--- src/rtl/dff_bist_pkg.sv ---
// Shared types and constants for the D flip-flop self-test checker.
`timescale 1ns/1ps
package dff_bist_pkg;

    typedef enum logic [1:0] {
        IDLE,
        DUT_RST,
        RUN,
        DRAIN
    } state_t;

    localparam logic [7:0] LFSR_TAPS    = 8'hB8;
    localparam logic [7:0] DEFAULT_SEED = 8'hA5;

    // Fibonacci step: feedback enters at bit 7, sequence leaves via bit 0.
    function automatic logic [7:0] lfsr_next(input logic [7:0] s);
        return {^(s & LFSR_TAPS), s[7:1]};
    endfunction

endpackage

--- src/rtl/dff_bist_checker_lfsr8.sv ---
// 8-bit Fibonacci LFSR providing the data stream for the flop under test.
`timescale 1ns/1ps
module lfsr8
    import dff_bist_pkg::*;
(
    input  logic       clk,
    input  logic       rst,
    input  logic       load,
    input  logic [7:0] seed,
    input  logic       advance,
    output logic [7:0] state
);

    always_ff @(posedge clk) begin
        if (rst || load) begin
            state <= seed;
        end else if (advance) begin
            state <= lfsr_next(state);
        end
    end

endmodule

--- config.mk ---
export PLATFORM = sky130hd
export DESIGN_NAME = lfsr8
export DESIGN_NICKNAME = d
export VERILOG_FILES = /design/src/rtl/dff_bist_pkg.sv /design/src/rtl/dff_bist_checker_lfsr8.sv
export SDC_FILE = /design/constraint.sdc
export NUM_CORES = 1
export LEC_CHECK = 0
export BUFFER_PORTS_ARGS = -buffer_cell sky130_fd_sc_hd__buf_4
export CORE_AREA = 3 3 40 42
export DETAILED_ROUTE_END_ITERATION = 10
export DIE_AREA = 0 0 43 45
export MAX_ROUTING_LAYER = met4
export PLACE_DENSITY = 0.51
export SYNTH_ARGS = -nofsm -noshare
export SYNTH_HDL_FRONTEND = slang
export SYNTH_SLANG_ARGS = --single-unit
--- constraint.sdc ---
create_clock -name clk -period 1.8 [get_ports clk]
set_clock_uncertainty 0.05 [all_clocks]
set_input_delay 0.45 -clock clk [delete_from_list [all_inputs] [get_ports clk]]
set_output_delay 0.45 -clock clk [all_outputs]
set_load 0.01 [all_outputs]
# Word-level counts from Yosys, hierarchy flattened
# Index checks and enable logic that the tools add are counted.
# word_totals
output_inout_bits	8
word_cells	6
reg_bits	8
# op_classes
muxes	2
n_reduce_logical	3
# ops
op	count
$mux W8	2
$reduce_xor A8 Y1	1
$reduce_bool A2 Y1	1
$logic_or A1 B1 Y1	1

# Logic depth before layout (Yosys ltp)
# depth
depth_word	3
mapped_depth	3
depth_no_buf	3

# Worst setup path after synthesis
# No wires, ideal clock.
# synth_path
kind	input port to flip-flop
start	input port load
end	register state[0], data pin
setup_slack_ns	0.513
arrival_ns	0.977
stages	2
path_cell_list	nor2_4 > mux2_2
# synth_between
elab_chain_len	2
# synth_rtl
item	line_no	text
start, declared	dff_bist_checker_lfsr8.sv:8	input logic load,
$logic_or A1 B1 Y1	dff_bist_checker_lfsr8.sv:15	if (rst || load) begin
$mux W8	dff_bist_checker_lfsr8.sv:15	
end signal, assigned	dff_bist_checker_lfsr8.sv:18	state <= lfsr_next(state);
end, declared	dff_bist_checker_lfsr8.sv:11	output logic [7:0] state
# Every way passes these cells.
# A chain may end at the register's enable or synchronous reset.

# Worst setup path in the final report
# layout_path
start	register state[7]
end	output port state[7]
# No word-level cell between the ends.

==> results.md <==
- Status: finished, final reports clean
- Reg area: roughly 240 sq um
- Num CTS Buffers: 3
- Place WS: around 0.3 ns
- Die W: approximately 43 um
- Critical Path Max Stage Delay: roughly 0.44 ns
- Yosys reg bits: 8
- Die area: approximately 1900 sq um
- CP max stage cell: edfxtp_1
- Postcts setup bufs: 0
- Least-Margin Pin Slew: roughly 0.36 ns
- Compound-cell area share of the yosys netlist: 1.35%
- Clk pin slew, worst setup/hold paths: ~0.050 ns
- Hold-fix buffers, CTS: 0
- Die Y-Extent: ~45 um
- Share of layout cells above drive strength 1: a little under 70%
- WP buf/inv: 1
- Worst skew pair latency: 0.24 ns
- RSZ-0062 raised after global routing: no
- Critical path arrival: approximately 0.86 ns
- Multiplexer share of the synthesized area: approximately a fifth
- Mapped cell area: between 300 and 400 sq um
- Total of max-cap violations: 0
- FP Rows: 13
- Startpoint class of the critical path: flip-flop
- CP cell instances: buf_4
- Finished Cell Area: roughly 560 sq um
- Peak VDD IR: about 0.00029 V
- IO Pins: 20
- Largest cells by area after synthesis: edfxtp_1 65%, mux2_2 21%, xnor2_1 7.1%
- N_diodes: 0
- Register area share after synthesis: around 65%
- Layout area overhead: 49.5%
- Fin crit share: between 70% and 80%
- Max reg flops: 8
- Number of global-route vias before repair: roughly 300
- Maximum clock rate: roughly 730 MHz
- Final setup vio count: 0
- Placed inst area: approximately 530 sq um
- CTS tree: done
- Simple-gate area share of the yosys netlist: approximately 5.7%
- Global-route wire length before repair: between 1000 and 1500 um
- GRT Resource Usage Total: 9.97%
- Root buffer cell: clkbuf_4
- Post-synth net total: 34
- First-pass DRT Iterations: 2
- Pwr Density: between 800 and 900 nW/um^2
- Max Slew Vio Count: 0
- Final Critical Period: around 1.4 ns
- GR Overflow Total: 0
- GPL Wtd Cong: approximately 0.73
- Cells after DPL: 56
- YS warnings: 0
- Yosys cell types: 7
- Vias per cell: 4.53
- Starting Density: around 29%
- Biggest regs: state: 8 flops
- Largest net degree at the start of global routing: 10
- Critical path class: reg -> out
- Initial DRC count: 1
- Critical Path RT: 1.30 ns
- DRT Wirelength: 801 um
- DRC Markers: 0
- Fill count: 124
- Crit end category: output port
- WL/cell: approximately 14 um
- Reg2Reg Depth: 3
- Setup tns final: 0 ns
- Leakage power: ~0.00023 uW
- CP startpoint: state[7]$_DFFE_PP_
- Xor/xnor cell area share of the yosys netlist: slightly above 7%
- Number of port buffers: 19
- CTS max path bufs: 2
- Average size of a mapped cell: around 17 sq um
- Crit path max fanout: 3
- Reg2Reg Setup Slack: 0.62 ns
- Multi-input logic area: around 130 sq um
- R2R Path Start: state[7]$_DFFE_PP_
- Relative slew margins: 76.1%
- # nets final: 58
- Clock sink count: 8
- CP Capture Point: state[7]
- Main combinational cell family by area after synthesis: multiplexers
- Synth top area share: 64.6%
- Final antenna-violating net count: 0
- CORE AREA: about 1300 sq um
- Synth Area in Adders: 0%
- Final Instance Count excl. Fillers: 59
- Final Hold Vio Count: 0
- Final worst slack: between 0.4 and 0.5 ns
- Min-delay worst type: in -> reg
- Biggest register: state
- Vias post-DR: around 270
- Htree depth: 1
- Initial antenna violation count: 0
- Levels on crit path: 1
- Yosys top cell by area: edfxtp_1
- Cells after Synth: 22
- Crit path max-delay family: flip-flops
- Reg-to-reg endpoint: state[7]$_DFFE_PP_
- Post-CTS sizing: 0
-- cell families (layout without fill, tap and decap cells) --
group,count (synthesis),in the layout
AND/OR/NAND/NOR,3,3
XOR/XNOR,3,3
AO/OA/AOI/OAI,1,1
flip-flops,8,8
buffers and inverters,0,22
multiplexers,7,7
-- worst min-delay path by stage --
stage / startpoint / to / cells past startpoint
after global routing: seed[4] / state[4]$_DFFE_PP_ / 2
final: seed[4] / state[4]$_DFFE_PP_ / 2
after floorplan: state[1]$_DFFE_PP_ / state[0]$_DFFE_PP_ / 1
after detailed placement: state[2]$_DFFE_PP_ / state[1]$_DFFE_PP_ / 1
after CTS: seed[4] / state[4]$_DFFE_PP_ / 2
after global placement: state[1]$_DFFE_PP_ / state[0]$_DFFE_PP_ / 1
-- through the flow --
step / total power, uW / hold WS (ns) / utilization (%)
final: 478 / 0.456 / 43.2
after floorplan: 294 / 0.576 / -
after CTS: 485 / 0.451 / 43.2
after detailed placement: 352 / 0.534 / 41.5
after global routing: 502 / 0.449 / 43.2
after global placement: 348 / 0.515 / 41.5
-- power by group --
group	internal (uW)	leakage [uW]	switching (uW)
Sequential	230	0.0000829	14.8
Clock	75.9	0.0000138	55.2
Combinational	63.9	0.000131	37.9
-- cells in the final DEF (no fill, tap or decap), drive strengths merged --
master  synthesis  final
clkbuf          0      3
xnor2           3      3
edfxtp          8      8
mux2            7      7
buf             0     19
nor2            2      2
a21oi           1      1
or3             1      1
-- per-layer routing --
layer  routed length [um]  track usage, %  part of all wire (%)  up-vias
met2                  387            15.6                    48       15
met5                    0               -                     0        -
met4                    0            5.42                     0        0
met1                  331            11.2                    41      120
met3                   83            3.59                    10        0
li1                     -               -                     -      132
-- synth_stat cells --
cell type / n
edfxtp_1: 8
mux2_2: 7
a21oi_1: 1
nor2_1: 1
xnor2_1: 3
or3_1: 1
nor2_4: 1
-- layout make-up --
type                            count  area share [%]
Clock buffer                        3            4.05
Multi-Input combinational cell     14            23.6
Sequential cell                     8            43.2
Tap cell                           15            3.38
Timing Repair Buffer               19            25.7
Power figures use the tool's default switching activity.
